--- config.mk ---
export PLATFORM = sky130hd
export DESIGN_NAME = serial_deserializer_flat
export DESIGN_NICKNAME = d
export VERILOG_FILES = /design/src/rtl/serial_deserializer_pkg.sv /design/src/rtl/serial_deserializer_if.sv /design/src/rtl/serial_deserializer_bit_counter.sv /design/src/rtl/serial_deserializer.sv /design/src/flat_wrapper.sv
export SDC_FILE = /design/constraint.sdc
export NUM_CORES = 1
export LEC_CHECK = 0
export BUFFER_PORTS_ARGS = -buffer_cell sky130_fd_sc_hd__buf_4
export CORE_UTILIZATION = 40
export DETAILED_ROUTE_END_ITERATION = 7
export GPL_ROUTABILITY_DRIVEN = 0
export GPL_TIMING_DRIVEN = 0
export HOLD_SLACK_MARGIN = 0.08
export PLACE_DENSITY = 0.66
export SKIP_CTS_REPAIR_TIMING = 1
export SYNTH_ARGS = -nofsm -noshare
export SYNTH_HDL_FRONTEND = slang
export SYNTH_HIERARCHICAL = 1
export SYNTH_SLANG_ARGS = --single-unit
--- constraint.sdc ---
create_clock -name clock -period 3.15 [get_ports clock]
set_input_delay 0.315 -clock clock [delete_from_list [all_inputs] [get_ports clock]]
set_output_delay 0.315 -clock clock [all_outputs]
set_load 0.005 [all_outputs]
--- src/rtl/serial_deserializer_pkg.sv ---
// serial_pkg: shared FSM encoding, bit-order enum and counter sizing for the serial link blocks.
package serial_pkg;

    localparam logic [1:0] ST_IDLE  = 2'd0;
    localparam logic [1:0] ST_SHIFT = 2'd1;
    localparam logic [1:0] ST_HOLD  = 2'd2;

    typedef enum logic {
        ORDER_MSB = 1'b0,
        ORDER_LSB = 1'b1
    } bit_order_e;

    function automatic int cnt_width(input int width);
        return (width < 2) ? 1 : $clog2(width);
    endfunction

endpackage

--- src/rtl/serial_deserializer_if.sv ---
// serial_deserializer_if: serial input and parallel valid/ready output of the deserializer.
//   start/sin/sin_valid : frame start and qualified serial bits toward the receiver
//   q/q_valid/q_ready   : assembled word handshake toward the consumer
//   master = transmitter/consumer side, slave = deserializer side
interface serial_deserializer_if #(parameter int WIDTH = 8);
    logic             start;
    logic             sin;
    logic             sin_valid;
    logic [WIDTH-1:0] q;
    logic             q_valid;
    logic             q_ready;

    modport master (output start, sin, sin_valid, q_ready, input q, q_valid);
    modport slave  (input start, sin, sin_valid, q_ready, output q, q_valid);
endinterface

--- src/rtl/serial_deserializer_bit_counter.sv ---
// bit_counter: counts received bits 0..WIDTH-1 and flags the last bit of a word.
//   clock, reset (async active-low), en (count), clr (sync clear, wins over en), tc (count is WIDTH-1)
module bit_counter
    import serial_pkg::*;
#(
    parameter  int WIDTH = 8,
    localparam int CW    = cnt_width(WIDTH)
) (
    input  logic clock,
    input  logic reset,
    input  logic en,
    input  logic clr,
    output logic tc
);
    logic [CW-1:0] cnt;

    assign tc = (cnt == CW'(WIDTH - 1));

    always_ff @(posedge clock or negedge reset) begin
        if (!reset)
            cnt <= '0;
        else if (clr)
            cnt <= '0;
        else if (en)
            cnt <= tc ? '0 : cnt + 1'b1;
    end
endmodule

--- src/rtl/serial_deserializer.sv ---
// serial_deserializer: collects WIDTH serial bits after a start and presents them as a buffered parallel word.
//   clock, reset (async active-low), e (global enable/freeze), clear_ovr (sync overrun clear)
//   bus (slave): start, sin, sin_valid in; q, q_valid out; q_ready in
//   busy: state is not IDLE; overrun: sticky, a qualified bit was dropped while a word was held
module serial_deserializer
    import serial_pkg::*;
#(
    parameter int WIDTH     = 8,
    parameter bit LSB_FIRST = 1'b1
) (
    input  logic                  clock,
    input  logic                  reset,
    input  logic                  e,
    input  logic                  clear_ovr,
    serial_deserializer_if.slave  bus,
    output logic                  busy,
    output logic                  overrun
);
    localparam bit_order_e ORDER = LSB_FIRST ? ORDER_LSB : ORDER_MSB;

    logic [1:0]       state, state_n;
    logic [WIDTH-1:0] sh, sh_n, shifted, q_n;
    logic             q_valid_n, overrun_n;
    logic             in_idle, in_shift, in_hold;
    logic             drain, frame_start, bit_in, tc, done, load;

    assign in_idle     = (state == ST_IDLE);
    assign in_shift    = (state == ST_SHIFT);
    assign in_hold     = (state == ST_HOLD);
    assign busy        = !in_idle;
    assign drain       = bus.q_valid & bus.q_ready;
    assign frame_start = e & bus.start & (in_idle | in_shift);
    assign bit_in      = e & in_shift & !bus.start & bus.sin_valid;
    assign done        = bit_in & tc;
    // Completed word goes straight to q when the output slot is free or being vacated.
    assign load        = done & (!bus.q_valid | drain);
    assign shifted     = (ORDER == ORDER_LSB) ? {bus.sin, sh[WIDTH-1:1]} : {sh[WIDTH-2:0], bus.sin};

    bit_counter #(.WIDTH(WIDTH)) u_cnt (
        .clock (clock),
        .reset (reset),
        .en    (bit_in),
        .clr   (frame_start),
        .tc    (tc)
    );

    always_comb begin
        state_n   = (in_idle & bus.start) ? ST_SHIFT :
                    done                  ? (load ? ST_IDLE : ST_HOLD) :
                    (in_hold & drain)     ? ST_IDLE : state;
        sh_n      = frame_start ? '0 : bit_in ? shifted : sh;
        // In HOLD the waiting word sits in sh and moves to q when the consumer drains.
        q_n       = load ? shifted : (in_hold & drain) ? sh : bus.q;
        q_valid_n = load | (in_hold & drain) | (bus.q_valid & !drain);
        overrun_n = (in_hold & bus.sin_valid) | (overrun & !clear_ovr);
    end

    always_ff @(posedge clock or negedge reset) begin
        if (!reset) begin
            state       <= ST_IDLE;
            sh          <= '0;
            bus.q       <= '0;
            bus.q_valid <= 1'b0;
            overrun     <= 1'b0;
        end else if (e) begin
            state       <= state_n;
            sh          <= sh_n;
            bus.q       <= q_n;
            bus.q_valid <= q_valid_n;
            overrun     <= overrun_n;
        end
    end
endmodule

--- src/flat_wrapper.sv ---
// flat-port wrapper written by rule: the top's interface ports become plain ports
module serial_deserializer_flat import serial_pkg::*;
#(
    parameter int WIDTH     = 8,
    parameter bit LSB_FIRST = 1'b1
)
  (clock, reset, e, clear_ovr, busy, overrun, bus_start, bus_sin, bus_sin_valid, bus_q_ready, bus_q, bus_q_valid);
  serial_deserializer_if #(.WIDTH(WIDTH)) bus_i ();
  input  logic clock;
  input  logic reset;
  input  logic e;
  input  logic clear_ovr;
  output logic busy;
  output logic overrun;
  input wire logic [$bits(bus_i.start)-1:0] bus_start;
  input wire logic [$bits(bus_i.sin)-1:0] bus_sin;
  input wire logic [$bits(bus_i.sin_valid)-1:0] bus_sin_valid;
  input wire logic [$bits(bus_i.q_ready)-1:0] bus_q_ready;
  output wire logic [$bits(bus_i.q)-1:0] bus_q;
  output wire logic [$bits(bus_i.q_valid)-1:0] bus_q_valid;
  assign bus_i.start = bus_start;
  assign bus_i.sin = bus_sin;
  assign bus_i.sin_valid = bus_sin_valid;
  assign bus_i.q_ready = bus_q_ready;
  assign bus_q = bus_i.q;
  assign bus_q_valid = bus_i.q_valid;
  serial_deserializer #(.WIDTH(WIDTH), .LSB_FIRST(LSB_FIRST)) u_core (.clock(clock), .reset(reset), .e(e), .clear_ovr(clear_ovr), .bus(bus_i), .busy(busy), .overrun(overrun));
endmodule
==> results.json, run 1 <==
{
  "post-route-min-period_ns": 2.04,
  "asyncSetResetFlopFracSynth": 1.00,
  "routed_wire_length_per_instance_um": 12.8,
  "synth.distinct_cells": 27,
  "maxCapViolations": 0,
  "global_route.overflow_total": 0,
  "placedInstanceArea_um2": 1330,
  "cts.reportedPaths.clkPinSlew_ns": 0.12,
  "io_buffer_count": 18,
  "synthesis.instances": 91,
  "post-route-drc-count": 0,
  "sum_of_negative_setup_slack_ns": 0,
  "leakagePower_nw": 0.739,
  "dominantRegCellSynth": "sky130_fd_sc_hd__dfrtp_1",
  "worst-endpoint-required_ns": 3.35,
  "report.final.slew_viol_count": 0,
  "vias_per_cell": 5.14,
  "timing.hold.worst.class": "in -> reg",
  "mappedNetlistNets": 101,
  "tightestPinTransition_ns": 0.531,
  "die_height_um": 55.9,
  "antenna_left": 0,
  "skew_ns": 0.00742,
  "floorplan.die_area_um2": 3120,
  "clock_tree.htree_level_count": 1,
  "wirelength_mm": 1.86,
  "internal-power_mw": 0.364,
  "drive_gt1_frac": 0.386,
  "floorplan.rows": 19,
  "synth-edff-count": 0,
  "ios": 19,
  "multi_input_area_um2": 561,
  "initial_core_util": 0.421,
  "holdPathStages": 3,
  "layout.area.seq_um2": 576,
  "report.final.hold_viol_count": 0,
  "path_max_fanout": 8,
  "synth_compound_gate_area_share": 0.0356,
  "critPathArrivalTime_ns": 2.25,
  "worstSetupPathType": "reg -> reg",
  "clkLatencyLatePin_ns": 0.31,
  "synth_mux_area_frac": 0.268,
  "seqPwrFrac": 0.637,
  "insertedDiodeCount": 0,
  "synthesis.area_per_instance_um2": 12.7,
  "unrepaired_setup_endpoints_after_global_routing": "false",
  "first_pass_detailed_route_iteration_total": 4,
  "hpwl_mm": 1.27,
  "combPwrFrac": 0.076,
  "worst-r2r-cell-count": 6,
  "cts_tree": "built",
  "die_w_um": 55.9,
  "post_synth_xor_area_fraction": 0,
  "fin_area_um2": 1370,
  "power_density_nw_per_um2": 347,
  "hold_ws_ns": 0.253,
  "tritoncts_num_sinks": 23,
  "clkPwrFrac": 0.287,
  "power.switching_mw": 0.112,
  "coreArea_um2": 2760,
  "outcome": "complete, no violations",
  "grt_pass1_wl_mm": 3.16,
  "cts_root_buf": "sky130_fd_sc_hd__clkbuf_4",
  "cts_buffers": 3,
  "grt_start_max_net_pins": 24,
  "synth_area_um2": 1160,
  "max_freq_mhz": 489,
  "finish.utilization": 0.497,
  "synthToLayoutAreaGrowth_pct": 18.2,
  "synthesized_area_fraction_occupied_by_and_or_nand_nor_cells": 0.159,
  "crit_path_start_kind": "flip-flop",
  "worst_voltage_drop_across_the_vdd_grid_mv": 0.207,
  "leading_cell_type_in_the_layout_fill_and_taps_excluded": "sky130_fd_sc_hd__dfrtp_1",
  "yosys.area_share.adder": 0.0216,
  "clock_tree.buffer_depth": 2,
  "dr.first_iter.drc_count": 24,
  "number_of_global_route_vias_before_repair": 707,
  "highest_count_cells_in_the_layout_ignoring_fill_and_taps": "sky130_fd_sc_hd__dfrtp_1 (23), sky130_fd_sc_hd__buf_4 (19), sky130_fd_sc_hd__nor2_1 (14)",
  "fin_crit_sh": 0.649,
  "grt_antenna_before_repair": 0,
  "main_combinational_cell_family_by_area_after_synthesis": "multiplexers",
  "power_switching_share": 0.236,
  "synth.yosys.seq_area_share": 0.496,
  "maxSlewHeadroom": 0.646,
  "setup_viol_count_final": 0,
  "grtUsageTotal": 0.130,
  "layout.nets": 125,
  "critical_path.endpoint_type": "flip-flop",
  "synth-warning-count": 6,
  "total_of_flip_flops_plus_latches_after_synthesis": 23,
  "via_count": 745,
  "num-fill-cells": 254
}
## cell usage after synthesis (2+ instances only)
| master | number | area, um2 |
|---|---|---|
| sky130_fd_sc_hd__nand2b_1 | 2 | 12.5 |
| sky130_fd_sc_hd__mux2_2 | 8 | 90.1 |
| sky130_fd_sc_hd__inv_1 | 2 | 7.51 |
| sky130_fd_sc_hd__a32o_1 | 2 | 20.0 |
| sky130_fd_sc_hd__nand2_1 | 3 | 11.3 |
| sky130_fd_sc_hd__nor2_1 | 14 | 52.6 |
| sky130_fd_sc_hd__dfrtp_1 | 23 | 576 |
| sky130_fd_sc_hd__mux2i_1 | 10 | 100 |
| sky130_fd_sc_hd__ha_1 | 2 | 25.0 |
| sky130_fd_sc_hd__mux2_4 | 8 | 120 |
## state kept, by name, indices dropped and copies added (netlist names)
| signal | count |
|---|---|
| u_core/bus.q | 8 |
| u_core/bus.q_valid | 1 |
| u_core/overrun | 1 |
| u_core/sh | 8 |
| u_core/state | 2 |
| u_core/u_cnt/cnt | 3 |
## cell families (layout without fill, tap and decap cells)
logic type	Yosys count	in the layout
fa+ha+maj	2	2
flops	23	23
mux	26	26
simple gates	30	30
buf+inv	5	28
compound gates	5	5
## critical path, cell delays in order, from the launching register on
cell	delay [ns]
sky130_fd_sc_hd__dfrtp_1	0.39
sky130_fd_sc_hd__ha_1	0.16
sky130_fd_sc_hd__ha_1	0.22
sky130_fd_sc_hd__nand4b_4	0.14
sky130_fd_sc_hd__nor3_4	0.39
sky130_fd_sc_hd__mux2_2	0.38
sky130_fd_sc_hd__mux2_4	0.25
## power groups by stage
| stage | Sequential (mW) | Combinational [mW] | Clock, mW |
|---|---|---|---|
| 4_1_cts | 0.303 | 0.0366 | 0.146 |
| 5_1_grt | 0.304 | 0.0416 | 0.158 |
| 3_5_place_dp | 0.309 | 0.0366 | 0 |
| 2_1_floorplan | 0.308 | 0.0187 | 0 |
| 3_3_place_gp | 0.308 | 0.0354 | 0 |
| 6_report | 0.303 | 0.0363 | 0.137 |
## final timing paths
kind	to	startpoint	slack (ns)
max in group asynchronous	u_core/bus.q[6]	reset	2.50
setup reg to reg	u_core/bus.q[6]	u_core/u_cnt/cnt[0]	1.11
setup / recovery	u_core/bus.q[6]	u_core/u_cnt/cnt[0]	1.11
min in group asynchronous	u_core/bus.q[0]	reset	0.41
hold reg to reg	u_core/overrun	u_core/overrun	0.51
hold / removal	u_core/sh[7]	bus_sin	0.25
## layout make-up
cell class	count	share of cell area
sequential	23	0.420
multi-input combinational	63	0.409
timing repair buffer	19	0.106
tap	31	0.0283
clock buffer	3	0.0164
buffer	3	0.0119
inverter	2	0.00547
clock inverter	1	0.00365
## layer usage
| layer | global-route usage | wire length (um) |
|---|---|---|
| met1 | 0.192 | 915 |
| met5 | 0 | 0 |
| met3 | 0.0209 | 100 |
| met4 | 0.0732 | 16 |
| met2 | 0.181 | 824 |
## per-stage QoR
stage | power [mW] | setup WS, ns | std cells
global route | 0.504 | 1.02 | 145
global placement | 0.344 | 1.14 | 140
detailed placement | 0.345 | 1.11 | 140
CTS | 0.486 | 1.07 | 144
finish | 0.476 | 1.11 | 145
floorplan | 0.326 | 1.29 | 91
Power figures use the tool's default switching activity.
==> run 2, diff against run 1 <==
- clock period: 3.15 -> 2 ns (I/O delays scaled with it)
==> results.json, run 2 (same netlist as run 1, synthesis figures left out) <==
{
  "cts_root_buf": "sky130_fd_sc_hd__clkbuf_4",
  "cts_buffers": 3,
  "grt_antenna_before_repair": 0,
  "path_max_fanout": 8,
  "worst_voltage_drop_across_the_vdd_grid_mv": 0.326,
  "insertedDiodeCount": 0,
  "setup_viol_count_final": 0,
  "coreArea_um2": 2760,
  "via_count": 750,
  "critical_path.endpoint_type": "flip-flop",
  "tritoncts_num_sinks": 23,
  "layout.nets": 126,
  "number_of_global_route_vias_before_repair": 707,
  "floorplan.die_area_um2": 3120,
  "io_buffer_count": 18,
  "ios": 19,
  "leading_cell_type_in_the_layout_fill_and_taps_excluded": "sky130_fd_sc_hd__dfrtp_1",
  "worstSetupPathType": "reg -> reg",
  "report.final.hold_viol_count": 0,
  "clock_tree.htree_level_count": 1,
  "critPathArrivalTime_ns": 2.11,
  "worst-endpoint-required_ns": 2.20,
  "holdPathStages": 3,
  "synthToLayoutAreaGrowth_pct": 20.0,
  "num-fill-cells": 253,
  "grt_start_max_net_pins": 24,
  "highest_count_cells_in_the_layout_ignoring_fill_and_taps": "sky130_fd_sc_hd__dfrtp_1 (23), sky130_fd_sc_hd__buf_4 (19), sky130_fd_sc_hd__nor2_1 (14)",
  "timing.rr.end": "u_core/bus.q[6]",
  "grtUsageTotal": 0.130,
  "maxSlewHeadroom": 0.646,
  "floorplan.rows": 19,
  "finish.utilization": 0.505,
  "first_pass_detailed_route_iteration_total": 4,
  "routed_wire_length_per_instance_um": 12.7,
  "hpwl_mm": 1.27,
  "leakagePower_nw": 0.745,
  "skew_ns": 0.00734,
  "sum_of_negative_setup_slack_ns": 0,
  "outcome": "complete, no violations",
  "clkLatencyLatePin_ns": 0.31,
  "antenna_left": 0,
  "unrepaired_setup_endpoints_after_global_routing": "false",
  "report.power.total_mw": 0.750,
  "die_height_um": 55.9,
  "largest_registers": "u_core/bus.q: 8 flops, u_core/sh: 8 flops, u_core/u_cnt/cnt: 3 flops",
  "critical_path.startpoint": "u_core/u_cnt/cnt[0]",
  "drive_gt1_frac": 0.391,
  "wirelength_mm": 1.85,
  "max_freq_mhz": 525,
  "worst-r2r-cell-count": 7,
  "report.final.slew_viol_count": 0,
  "power_density_nw_per_um2": 539,
  "initial_core_util": 0.421,
  "worstReg2RegStart": "u_core/u_cnt/cnt[0]",
  "clock_tree.buffer_depth": 2,
  "crit_path_start_kind": "flip-flop",
  "reg2reg_setup_slack_ns": 0.09,
  "cts_tree": "built",
  "fin_crit_sh": 0.953,
  "dr.first_iter.drc_count": 19,
  "tightestPinTransition_ns": 0.531,
  "cts.reportedPaths.clkPinSlew_ns": 0.12,
  "worstHoldStart": "bus_sin",
  "post-route-min-period_ns": 1.91,
  "post-route-drc-count": 0,
  "vias_per_cell": 5.14,
  "global_route.overflow_total": 0,
  "die_w_um": 55.9,
  "maxCapViolations": 0,
  "timing.hold.worst.class": "in -> reg",
  "grt_pass1_wl_mm": 3.16,
  "hold_path_end": "u_core/sh[7]"
}
==> run 2: cell types whose count changed in the layout (fill, tap and decap cells not counted) <==
cell / change
sky130_fd_sc_hd__buf_12: +1
==> run 2: worst max path at each step <==
stage,endpoint,slack (ns),cells past startpoint
finish,u_core/bus.q[6],0.09,7
global route,u_core/bus.q[6],0.01,7
floorplan,u_core/bus.q[7],0.14,6
global placement,u_core/bus.q[1],-0.007,6
CTS,u_core/bus.q[7],-0.08,6
detailed placement,u_core/bus.q[4],-0.04,6
==> run 2: layer usage <==
metal	track usage	vias to the layer above	share of wire
li1	-	370	-
met1	0.192	360	0.49
met2	0.181	18	0.44
met3	0.0209	2	0.054
met4	0.0732	0	0.0086
met5	0	-	0
==> run 2: metrics by stage <==
step	cell area [um2]	setup slack, ns	cells	hold WS, ns
CTS	1360	-0.0781	144	-0.250
finish	1390	0.0942	146	0.138
floorplan	1160	0.144	91	-0.0956
global route	1390	0.0148	146	0.134
global placement	1330	-0.00716	140	0.109
detailed placement	1330	-0.0395	140	0.115
==> run 2: layout make-up <==
class	count	area (um2)	area share
plain buffers	3	16.3	0.0117
clock buffers	3	22.5	0.0162
clock inverters	1	5.00	0.00360
inverters	2	7.51	0.00540
multi-input cells	63	561	0.403
flip-flops and latches	23	576	0.414
well taps	31	38.8	0.0279
repair buffers	20	165	0.119
==> run 2: where the power goes <==
group	total [mW]	switching (mW)	internal (mW)
registers	0.477	0.00541	0.472
clock network	0.215	0.140	0.0747
logic	0.0572	0.0307	0.0265
==> run 2: worst max-delay path, stage by stage, from the launching register on <==
cell                       delay, ns
sky130_fd_sc_hd__dfrtp_1        0.39
sky130_fd_sc_hd__ha_1           0.16
sky130_fd_sc_hd__ha_1           0.22
sky130_fd_sc_hd__nand4b_4       0.14
sky130_fd_sc_hd__nor3_4         0.17
sky130_fd_sc_hd__buf_12         0.15
sky130_fd_sc_hd__mux2_2         0.32
sky130_fd_sc_hd__mux2_4         0.25
